==> src/rtl/sync_fifo_prog_if.sv <==
// Handshake and status bundle for the single-clock programmable FIFO.
// The producer/consumer side uses the master modport; the FIFO uses the slave modport.
interface sync_fifo_prog_if #(
    parameter int DATA_WIDTH = 8,
    parameter int ADDR_WIDTH = 4
);
    logic                  clr;
    logic                  winc;
    logic [DATA_WIDTH-1:0] wdata;
    logic                  rinc;
    logic [DATA_WIDTH-1:0] rdata;
    logic                  wfull;
    logic                  rempty;
    logic                  almost_full;
    logic                  almost_empty;
    logic [ADDR_WIDTH:0]   count;
    logic                  overflow;
    logic                  underflow;

    modport master (
        output clr, winc, wdata, rinc,
        input  rdata, wfull, rempty, almost_full, almost_empty, count, overflow, underflow
    );

    modport slave (
        input  clr, winc, wdata, rinc,
        output rdata, wfull, rempty, almost_full, almost_empty, count, overflow, underflow
    );
endinterface

==> src/rtl/sync_fifo_prog.sv <==
// Single-clock FIFO with programmable almost-full/almost-empty thresholds, occupancy count,
// sticky overflow/underflow flags, synchronous flush and selectable registered/FWFT read.
module sync_fifo_prog #(
    parameter int DATA_WIDTH    = 8,
    parameter int ADDR_WIDTH    = 4,
    parameter int AFULL_THRESH  = 14,
    parameter int AEMPTY_THRESH = 2,
    parameter int FWFT          = 0
) (
    input logic            wclk,
    input logic            wrst_n,
    sync_fifo_prog_if.slave bus
);
    localparam int PW    = ADDR_WIDTH + 1;
    localparam int DEPTH = 1 << ADDR_WIDTH;

    localparam logic [PW-1:0] DEPTH_L  = PW'(DEPTH);
    localparam logic [PW-1:0] AFULL_L  = PW'(AFULL_THRESH);
    localparam logic [PW-1:0] AEMPTY_L = PW'(AEMPTY_THRESH);
    localparam logic [PW-1:0] ONE_L    = PW'(1);
    localparam logic [PW-1:0] ZERO_L   = PW'(0);

    logic [DATA_WIDTH-1:0] mem_r [DEPTH];

    logic [PW-1:0] wbin_r;
    logic [PW-1:0] rbin_r;
    logic [PW-1:0] count_r;
    logic          wfull_r;
    logic          rempty_r;
    logic          afull_r;
    logic          aempty_r;
    logic          overflow_r;
    logic          underflow_r;

    logic          wr_fire_s;
    logic          rd_fire_s;
    logic [PW-1:0] wbin_next_s;
    logic [PW-1:0] rbin_next_s;
    logic [PW-1:0] count_next_s;
    logic          wfull_next_s;
    logic          rempty_next_s;
    logic          afull_next_s;
    logic          aempty_next_s;

    // Fire decisions use only registered flags; flags are derived from the post-edge occupancy.
    always_comb begin
        wr_fire_s     = 1'b0;
        rd_fire_s     = 1'b0;
        wbin_next_s   = wbin_r;
        rbin_next_s   = rbin_r;
        wr_fire_s     = bus.winc & ~wfull_r;
        rd_fire_s     = bus.rinc & ~rempty_r;
        if (wr_fire_s) begin
            wbin_next_s = wbin_r + ONE_L;
        end else begin
            wbin_next_s = wbin_r;
        end
        if (rd_fire_s) begin
            rbin_next_s = rbin_r + ONE_L;
        end else begin
            rbin_next_s = rbin_r;
        end
        count_next_s  = wbin_next_s - rbin_next_s;
        wfull_next_s  = (count_next_s == DEPTH_L);
        rempty_next_s = (count_next_s == ZERO_L);
        afull_next_s  = (count_next_s >= AFULL_L);
        aempty_next_s = (count_next_s <= AEMPTY_L);
    end

    // Pointer, occupancy and flag registers; flush mirrors reset except for read data.
    always_ff @(posedge wclk or negedge wrst_n) begin
        if (!wrst_n) begin
            wbin_r      <= ZERO_L;
            rbin_r      <= ZERO_L;
            count_r     <= ZERO_L;
            wfull_r     <= 1'b0;
            rempty_r    <= 1'b1;
            afull_r     <= 1'b0;
            aempty_r    <= 1'b1;
            overflow_r  <= 1'b0;
            underflow_r <= 1'b0;
        end else if (bus.clr) begin
            wbin_r      <= ZERO_L;
            rbin_r      <= ZERO_L;
            count_r     <= ZERO_L;
            wfull_r     <= 1'b0;
            rempty_r    <= 1'b1;
            afull_r     <= 1'b0;
            aempty_r    <= 1'b1;
            overflow_r  <= 1'b0;
            underflow_r <= 1'b0;
        end else begin
            wbin_r      <= wbin_next_s;
            rbin_r      <= rbin_next_s;
            count_r     <= count_next_s;
            wfull_r     <= wfull_next_s;
            rempty_r    <= rempty_next_s;
            afull_r     <= afull_next_s;
            aempty_r    <= aempty_next_s;
            overflow_r  <= overflow_r | (bus.winc & wfull_r);
            underflow_r <= underflow_r | (bus.rinc & rempty_r);
        end
    end

    // Storage array; contents deliberately survive reset and flush.
    always_ff @(posedge wclk) begin
        if (wr_fire_s && !bus.clr) begin
            mem_r[wbin_r[ADDR_WIDTH-1:0]] <= bus.wdata;
        end else begin
            mem_r <= mem_r;
        end
    end

    generate
        if (FWFT == 0) begin : g_reg_read
            logic [DATA_WIDTH-1:0] rdata_r;

            // Registered read port: loads only on an accepted pop, otherwise holds.
            always_ff @(posedge wclk or negedge wrst_n) begin
                if (!wrst_n) begin
                    rdata_r <= {DATA_WIDTH{1'b0}};
                end else if (!bus.clr && rd_fire_s) begin
                    rdata_r <= mem_r[rbin_r[ADDR_WIDTH-1:0]];
                end else begin
                    rdata_r <= rdata_r;
                end
            end

            assign bus.rdata = rdata_r;
        end else begin : g_fwft_read
            // Head word is shown directly; meaningful only while rempty is low.
            assign bus.rdata = mem_r[rbin_r[ADDR_WIDTH-1:0]];
        end
    endgenerate

    assign bus.wfull        = wfull_r;
    assign bus.rempty       = rempty_r;
    assign bus.almost_full  = afull_r;
    assign bus.almost_empty = aempty_r;
    assign bus.count        = count_r;
    assign bus.overflow     = overflow_r;
    assign bus.underflow    = underflow_r;

endmodule

==> src/flat_wrapper.sv <==
// flat-port wrapper written by rule: the top's interface ports become plain ports
module sync_fifo_prog_flat 
#(
    parameter int DATA_WIDTH    = 8,
    parameter int ADDR_WIDTH    = 4,
    parameter int AFULL_THRESH  = 14,
    parameter int AEMPTY_THRESH = 2,
    parameter int FWFT          = 0
)
  (wclk, wrst_n, bus_clr, bus_winc, bus_wdata, bus_rinc, bus_rdata, bus_wfull, bus_rempty, bus_almost_full, bus_almost_empty, bus_count, bus_overflow, bus_underflow);
  sync_fifo_prog_if #(.DATA_WIDTH(DATA_WIDTH), .ADDR_WIDTH(ADDR_WIDTH)) bus_i ();
  input logic wclk;
  input logic wrst_n;
  input wire logic [$bits(bus_i.clr)-1:0] bus_clr;
  input wire logic [$bits(bus_i.winc)-1:0] bus_winc;
  input wire logic [$bits(bus_i.wdata)-1:0] bus_wdata;
  input wire logic [$bits(bus_i.rinc)-1:0] bus_rinc;
  output wire logic [$bits(bus_i.rdata)-1:0] bus_rdata;
  output wire logic [$bits(bus_i.wfull)-1:0] bus_wfull;
  output wire logic [$bits(bus_i.rempty)-1:0] bus_rempty;
  output wire logic [$bits(bus_i.almost_full)-1:0] bus_almost_full;
  output wire logic [$bits(bus_i.almost_empty)-1:0] bus_almost_empty;
  output wire logic [$bits(bus_i.count)-1:0] bus_count;
  output wire logic [$bits(bus_i.overflow)-1:0] bus_overflow;
  output wire logic [$bits(bus_i.underflow)-1:0] bus_underflow;
  assign bus_i.clr = bus_clr;
  assign bus_i.winc = bus_winc;
  assign bus_i.wdata = bus_wdata;
  assign bus_i.rinc = bus_rinc;
  assign bus_rdata = bus_i.rdata;
  assign bus_wfull = bus_i.wfull;
  assign bus_rempty = bus_i.rempty;
  assign bus_almost_full = bus_i.almost_full;
  assign bus_almost_empty = bus_i.almost_empty;
  assign bus_count = bus_i.count;
  assign bus_overflow = bus_i.overflow;
  assign bus_underflow = bus_i.underflow;
  sync_fifo_prog #(.DATA_WIDTH(DATA_WIDTH), .ADDR_WIDTH(ADDR_WIDTH), .AFULL_THRESH(AFULL_THRESH), .AEMPTY_THRESH(AEMPTY_THRESH), .FWFT(FWFT)) u_core (.wclk(wclk), .wrst_n(wrst_n), .bus(bus_i));
endmodule
==> config.mk <==
export PLATFORM = sky130hd
export DESIGN_NAME = sync_fifo_prog_flat
export DESIGN_NICKNAME = d
export VERILOG_FILES = /design/src/rtl/sync_fifo_prog_if.sv /design/src/rtl/sync_fifo_prog.sv /design/src/flat_wrapper.sv
export SDC_FILE = /design/constraint.sdc
export NUM_CORES = 1
export LEC_CHECK = 0
export BUFFER_PORTS_ARGS = -buffer_cell sky130_fd_sc_hd__buf_2
export CAP_MARGIN = 15
export CORE_UTILIZATION = 50
export CTS_CLUSTER_SIZE = 20
export DETAILED_ROUTE_END_ITERATION = 7
export HOLD_SLACK_MARGIN = 0.02
export PLACE_DENSITY = 0.74
export SETUP_SLACK_MARGIN = 0.02
export SYNTH_ARGS = -nofsm -noshare
export SYNTH_HDL_FRONTEND = slang
export SYNTH_SLANG_ARGS = --single-unit
==> constraint.sdc <==
create_clock -name wclk -period 5.8 [get_ports wclk]
set_input_delay 0.29 -clock wclk [delete_from_list [all_inputs] [get_ports wclk]]
set_output_delay 0.29 -clock wclk [all_outputs]
set_load 0.1 [all_outputs]
Word level (Yosys, flattened, before mapping)
Cells that the tools add are included.

Bitwise gates (word level): 10. Reduce and logical (&&, ||, !) cells: 5. Add/subtract/negate cells: 3. Mux-type cells: 17. Order comparisons: 5. Equality and inequality tests: 1.

Operator list (count): $bwmux 128 (1); $bmux 8 s4 (1); $demux 8 s4 (1); $mux 5 (5); $mux 8 (3); $add 5x1->5 const B (2); $ge 5x5->1 const B (2); $not 4->5 (2); $mux 1 (6); $eq 5x5->1 const B (1); $ge 5x4->1 const B (1); $le 5x2->1 const B (1); $logic_not 5->1 (1); $lt 5x1->1 const B (1); $sub 5x5->5 (1); $and 1x1->1 (4); $logic_and 1x1->1 (3); $not 1->1 (2); $or 1x1->1 (2); $logic_not 1->1 (1).

Output and inout port bits: 19. Flip-flop bits (word level): 157. Input bits: 13.

Longest topological paths before layout
Gate-level depths: netlist of run 1.

Depth in word-level cells: 6. Depth in mapped cells: 12. Gate-level depth less buffers: 10.

Worst setup path after synthesis of run 1
OpenSTA, ideal clock, no wires.

Path type: register -> register. Start point: register u_core.wfull_r, in the netlist u_core.bus.wfull. End point: register u_core.aempty_r, in the netlist u_core.bus.almost_empty. Stages on the path, launching flop included: 12. Arrival time: 2.837 ns. Setup time: 0.078 ns. Path buffers: 1. Data required time: 5.722 ns. Slack: 2.885 ns. Cell sequence: dfrtp_1 -> nor2b_4 -> buf_6 -> xnor2_1 -> ha_1 -> fa_1 -> inv_1 -> a21o_1 -> a21oi_1 -> xnor3_1 -> o21a_1 -> a31o_1.

Longest elaborated chain between the ends: 6.

Ends and longest elaborated chain: from (decl) (line sync_fifo_prog.sv:28) `logic wfull_r;`; from (signal assigned) (line sync_fifo_prog.sv:96) `wfull_r <= wfull_next_s;`; $not 1->1 (line sync_fifo_prog.sv:51) `wr_fire_s = bus.winc & ~wfull_r;`; $and 1x1->1 (line sync_fifo_prog.sv:51); $mux 5 (line sync_fifo_prog.sv:53) `if (wr_fire_s) begin`; $sub 5x5->5 (line sync_fifo_prog.sv:63) `count_next_s = wbin_next_s - rbin_next_s;`; $le 5x2->1 (line sync_fifo_prog.sv:67) `aempty_next_s = (count_next_s <= AEMPTY_L);`; $mux 1 (line sync_fifo_prog.sv:82) `end else if (bus.clr) begin`; to (signal assigned) (line sync_fifo_prog.sv:99) `aempty_r <= aempty_next_s;`; to (decl) (line sync_fifo_prog.sv:31) `logic aempty_r;`.

Every way passes these cells. A chain may end at the register's enable or synchronous reset.

Worst setup path after layout of run 1
Start point: register u_core.rbin_r[0]. End point: register u_core.aempty_r, in the netlist u_core.bus.almost_empty.

Longest elaborated chain between the ends: 5.

Ends and longest elaborated chain: from (decl) (line sync_fifo_prog.sv:26) `logic [PW-1:0] rbin_r;`; from (signal assigned) (line sync_fifo_prog.sv:94) `rbin_r <= rbin_next_s;`; $add 5x1->5 (line sync_fifo_prog.sv:59) `rbin_next_s = rbin_r + ONE_L;`; $mux 5 (*) (line sync_fifo_prog.sv:58) `if (rd_fire_s) begin`; $sub 5x5->5 (*) (line sync_fifo_prog.sv:63); $le 5x2->1 (*) (line sync_fifo_prog.sv:67); $mux 1 (*) (line sync_fifo_prog.sv:82).

Every way passes the cells marked *; elsewhere a longest branch is shown, timed or not.

==> flow_summary.yaml, run 1 <==
route:
  wl_met2_um: 5940
  vias: 3126
  drc: 0
  top_layer_used: "met4"
  vias_per_cell: 5.63
  route.met3.wl_um: 630
  ant_nets: 0
  drt_iter0_drc: 343
  first_pass_iters: 4
  wl_per_cell_um: 21.1
  wirelength_um: 11700
  wl_met1_um: 5020
placement:
  hpwlAfterDp_um: 7190
  portBuffers: 31
  globalplace.congestion: 0.746
  place_area_mm2: 0.00659
global_route:
  grt_pass1_wl_um: 18200
  grt-ovfl-total: 0
  antenna_found_initial: 0
  grt_usage_pct: 20.0
  first_global_vias: 3242
  grt_max_degree: 36
clock_network:
  htree_levels: 4
  clock_latency_ns: 0.42
  clkTransAtPathRegs_ns: 0.06
  post_cts_resized: 0
  cts_made_buffers: 17
  cts_buffer_depth: 2
  cts_root_buffer: "clkbuf_16"
  cts_hold_buf: 1
  post_cts_buffers: 0
  clock-sinks: 157
  cts_tree: "built"
yosys:
  synth_area_leader_cell: "edfxtp_1"
  netlist.area_leader.share_pct: 61.3
  ys_warn_count: 0
  avgSynthCellArea_um2: 18.7
  synth-seq-area-share_pct: 72.9
  netlist_area_mm2: 0.00627
  netlist-cell-type-count: 37
  synth_area_leaders: "edfxtp_1, mux4_2, dfrtp_1, ha_1, nor2_1"
  synthesis.instances: 335
  syn_nets: 358
  synth_seq_cells: 157
critical_path:
  cp_max_fo: 25
  cp-end-kind: "flop"
  cp-start-kind: "flop"
  cp-endpoint: "u_core.bus.almost_empty"
  crit_top_cell: "inv_1"
  max_stage_delay_ns: 0.59
  r2r-end: "u_core.bus.almost_empty"
  path_buf_inv: 3
  r2r_slack_ns: 2.51
  cp_top_family: "adder cells"
  cp.arrival_ns: 3.64
  worst_r2r_path_depth: 11
  crit_required_ns: 6.15
  startpoint: "u_core.rbin_r[0]"
  r2r_start: "u_core.rbin_r[0]"
  worst_path_max_delay_cell: "dfrtp_2"
  cp_cell_sequence: "buf_4, ha_1, mux2i_4, inv_1, fa_1, inv_1, a21o_1, a21oi_1, xnor3_1, o21a_1, a31o_1"
  path_depth: 11
  worstSetupPathType: "reg2reg"
die:
  initial_core_util_pct: 51.8
  die_y_um: 114
  die_area_mm2: 0.0130
  ioPinCount: 32
  core_region_area_mm2: 0.0121
  die_w_um: 114
  rows: 40
sta:
  fmaxAchievable_ghz: 0.304
  max_slew_margin_pct: 35.9
  rsz0062_at_grt: "no"
  tightest_slew_ns: 0.958
  final-hold-violation-count: 0
  worst_clock_skew_ns: 0.0106
  setup_viol_count_final: 0
  setup-tns-final_ns: 0
  min_period_over_period_pct: 56.7
  final_max_slew_viol_count: 0
  period_minus_slack_ns: 3.29
final_layout:
  layout-drive-gt1-share_pct: 28.2
  fillers: 894
  final_core_util_pct: 59.6
  seq_area_mm2: 0.00457
  fin_area_mm2: 0.00721
  fin_nets: 397
  multiInputGateArea_mm2: 0.00159
  num_antenna_cells: 0
  syn_to_final_growth_pct: 15.0
  final_common_cell: "edfxtp_1"
  final_cell_mix: "edfxtp_1, mux4_2, buf_2"
worst_hold_path:
  hold_class: "in2reg"
power:
  vdd_drop_max_uv: 192
  total_leakage_power_uw: 0.00255
  power_uw: 3290
  power_density_mw_per_mm2: 456
status:
  status: "finished clean"
run:
  cap_violations: 0
sequential cells by signal, summed over array words and instances, names as in the netlist:
register	cells
u_core.bus.count	5
u_core.bus.underflow	1
u_core.bus.almost_full	1
u_core.rbin_r	5
u_core.wbin_r	5
u_core.bus.rempty	1
u_core.bus.rdata	8
u_core.bus.wfull	1
u_core.bus.almost_empty	1
u_core.bus.overflow	1
u_core.mem_r	128
synth_stat cells:
cell / n
ha_1: 9
xnor3_1: 1
buf_6: 2
nor2_1: 27
nand2b_1: 3
a221oi_2: 1
nand4_1: 3
a31o_1: 2
inv_1: 5
fa_1: 1
and2_1: 1
a21oi_1: 3
dfrtp_1: 27
nor3_1: 4
xor2_2: 1
nor2b_4: 2
o21a_1: 1
or3_1: 1
buf_4: 2
a221oi_1: 8
dfstp_2: 2
buf_1: 4
mux4_2: 32
mux2i_4: 2
edfxtp_1: 128
nand3_1: 1
nor2b_1: 7
xnor2_1: 4
o21ai_1: 8
buf_2: 3
clkbuf_1: 7
and3_1: 2
a22o_1: 8
nand2_1: 15
a21o_1: 1
o22ai_1: 1
xor2_1: 6
per-stage QoR:
stage	setup WS, ns	std cells	hold WS, ns
final	2.51	555	0.124
after global routing	2.25	555	0.156
after CTS	2.45	555	0.116
after detailed placement	2.50	522	0.366
after global placement	2.57	522	0.341
after floorplan	2.88	335	-0.00559
metal layers:
layer,vias to the layer above,global-route usage [%]
li1,1398,-
met1,1618,26.8
met2,98,31.5
met3,12,5.95
met4,0,6.75
met5,-,0
final cells by class:
cell class | instances | share of cell area [%]
inverter | 5 | 0.260
clock inverter | 14 | 2.53
sequential | 157 | 63.4
clock buffer | 18 | 5.95
tap | 168 | 2.91
timing repair buffer | 38 | 2.91
multi-input combinational | 155 | 22.0
worst register-to-register path: cells and delay by family, from the launching register on:
kind	cells	cell delay, ns
xor gates and xnor gates	1	0.42
DFF	1	0.59
adders and majority gates	2	0.82
muxes	1	0.21
buffers and inverters	3	0.67
AOI/OAI and AO/OA	4	0.51
where the power goes:
group / switching (µW) / leakage, µW / internal, µW / total [µW]
Sequential: 42.5 / 0.00153 / 1290 / 1330
Clock: 455 / 0.000299 / 687 / 1140
Combinational: 593 / 0.000723 / 221 / 815
Total: 1090 / 0.00255 / 2200 / 3290
cell families after synthesis:
kind of cell	synth area share (%)
flip-flops	72.9
AND/OR/NAND/NOR	5.04
multiplexers	12.2
AO/OA/AOI/OAI	3.97
buffers and inverters	1.79
XOR/XNOR	2.01
adder cells (fa/ha/maj)	2.11
worst min path at each step:
stage                              to  depth (start not counted)     start  slack (ns)
2_1_floorplan  u_core.bus.almost_full                          0    wrst_n      -0.006
3_3_place_gp     u_core.bus.underflow                          1    wrst_n        0.34
3_5_place_dp     u_core.bus.underflow                          1    wrst_n        0.37
4_1_cts           u_core.bus.overflow                          3  bus_winc        0.12
5_1_grt           u_core.bus.overflow                          3  bus_winc        0.16
6_report          u_core.bus.overflow                          3  bus_winc        0.12
Power figures use the tool's default switching activity.
==> inputs of run 2 (changes only) <==
PLACE_DENSITY = 0.77   (was 0.74)
clock period = 2.65 ns   (was 5.8 ns; I/O delays follow)
==> run 2 against run 1 <==
Against the previous run: routed wire length grew 4.0%; sequential share of layout area shrank 0.89 points; via count grew 1.9%; clock skew shrank 0.0017 ns; maximum frequency grew 30%; non-clock buffer count grew 15.
==> flow_summary.yaml, run 2 (same netlist as run 1, synthesis figures left out) <==
status:
  status: "finished clean"
global_route:
  grt_max_degree: 33
  grt_pass1_wl_um: 19000
  grt_usage_pct: 20.9
  first_global_vias: 3338
  antenna_found_initial: 0
  grt-ovfl-total: 0
critical_path:
  cp_top_family: "simple AND/OR/NAND/NOR gates"
  cp_cell_sequence: "nor2b_4, mux2i_4, inv_1, fa_1, inv_1, a21o_1, a21oi_1, xnor3_1, nor2_1, and3_1"
  cp-start-kind: "flop"
  cp-end-kind: "flop"
  cp_max_fo: 6
  crit_required_ns: 2.96
  worst_path_max_delay_cell: "dfstp_4"
  max_stage_delay_ns: 0.48
  cp.arrival_ns: 2.84
  path_buf_inv: 2
  crit_top_cell: "inv_1"
  worstSetupPathType: "reg2reg"
final_layout:
  seq_area_mm2: 0.00458
  num_antenna_cells: 0
  layout-drive-gt1-share_pct: 30.6
  top_register: "u_core.mem_r"
  final_common_cell: "edfxtp_1"
  fillers: 905
  multiInputGateArea_mm2: 0.00160
  largest_reg_flops: 128
  final_cell_mix: "edfxtp_1, mux4_2, buf_2"
  syn_to_final_growth_pct: 16.8
  fin_nets: 412
die:
  die_y_um: 114
  ioPinCount: 32
  rows: 40
  die_area_mm2: 0.0130
  die_w_um: 114
  core_region_area_mm2: 0.0121
  initial_core_util_pct: 51.8
clock_network:
  clock-sinks: 157
  clkTransAtPathRegs_ns: 0.06
  cts_buffer_depth: 2
  htree_levels: 4
  clock_latency_ns: 0.42
  cts_tree: "built"
  cts_root_buffer: "clkbuf_16"
  cts_made_buffers: 17
placement:
  globalplace.congestion: 0.758
  portBuffers: 31
  place_worst_setup_slack_ns: 0.191
  hpwlAfterDp_um: 7550
route:
  drt_iter0_drc: 309
  vias: 3184
  first_pass_iters: 4
  ant_nets: 0
  drc: 0
  wirelength_um: 12200
  vias_per_cell: 5.59
  wl_per_cell_um: 21.4
sta:
  max_slew_margin_pct: 46.9
  setup-tns-final_ns: 0
  fmaxAchievable_ghz: 0.395
  hold_slack_ns: 0.100
  final-hold-violation-count: 0
  tightest_slew_ns: 0.795
  min_period_over_period_pct: 95.5
  period_minus_slack_ns: 2.53
  final_max_slew_viol_count: 0
  rsz0062_at_grt: "no"
  setup_viol_count_final: 0
  worst_clock_skew_ns: 0.00895
  layout_setup_ws_ns: 0.121
run:
  cap_violations: 0
power:
  power_density_mw_per_mm2: 976
  total_leakage_power_uw: 0.00261
  vdd_drop_max_uv: 407
worst_hold_path:
  hold_class: "in2reg"
[run 2: report_power, final]
| part | switching (µW) | internal [µW] | total (µW) |
|---|---|---|---|
| registers | 80.8 | 2830 | 2910 |
| clock network | 957 | 1480 | 2430 |
| logic | 1330 | 479 | 1810 |
| total | 2370 | 4780 | 7150 |
[run 2: repair_timing]
| item | 4_1_cts | 5_1_grt |
|---|---|---|
| endpoints found under the setup margin | 0 | 2 |
| hold endpoints to repair | 29 | 0 |
| setup buffers | 0 | 1 |
| gates resized for setup | 0 | 2 |
| hold buffers | 3 | 0 |
[run 2: final timing paths]
path	depth (start not counted)	slack, ns	from	endpoint
hold reg to reg	2	0.49	u_core.bus.rdata[5]	u_core.bus.rdata[5]
min in group asynchronous	2	0.29	wrst_n	u_core.rbin_r[4]
max in group asynchronous	2	1.88	wrst_n	u_core.wbin_r[0]
hold / removal	1	0.10	bus_wdata[6]	u_core.mem_r[126]
setup / recovery	10	0.12	u_core.bus.rempty	u_core.bus.wfull
setup reg to reg	10	0.12	u_core.bus.rempty	u_core.bus.wfull
[run 2: layout make-up]
type,count,area share (%)
flip-flops and latches,157,62.5
multi-input cells,155,21.8
clock buffers,17,5.81
repair buffers,53,4.47
well taps,168,2.87
clock inverters,15,2.29
inverters,5,0.256
[run 2: routing by layer]
layer / share of wire [%] / up-vias / GRT usage (%)
li1: - / 1420 / -
met1: 45 / 1648 / 28.9
met2: 49 / 110 / 32.3
met3: 6.0 / 6 / 4.99
met4: 0.62 / 0 / 8.31
met5: 0 / - / 0
[run 2: through the flow]
| step | std cells | instance area (µm²) | power (µW) | util (%) |
|---|---|---|---|---|
| after floorplan | 335 | 6280 | 4440 | - |
| after global placement | 534 | 6690 | 4720 | 55.2 |
| after detailed placement | 534 | 6690 | 4760 | 55.2 |
| after CTS | 569 | 7310 | 7200 | 60.4 |
| after global routing | 570 | 7330 | 7400 | 60.5 |
| final | 570 | 7330 | 7150 | 60.5 |
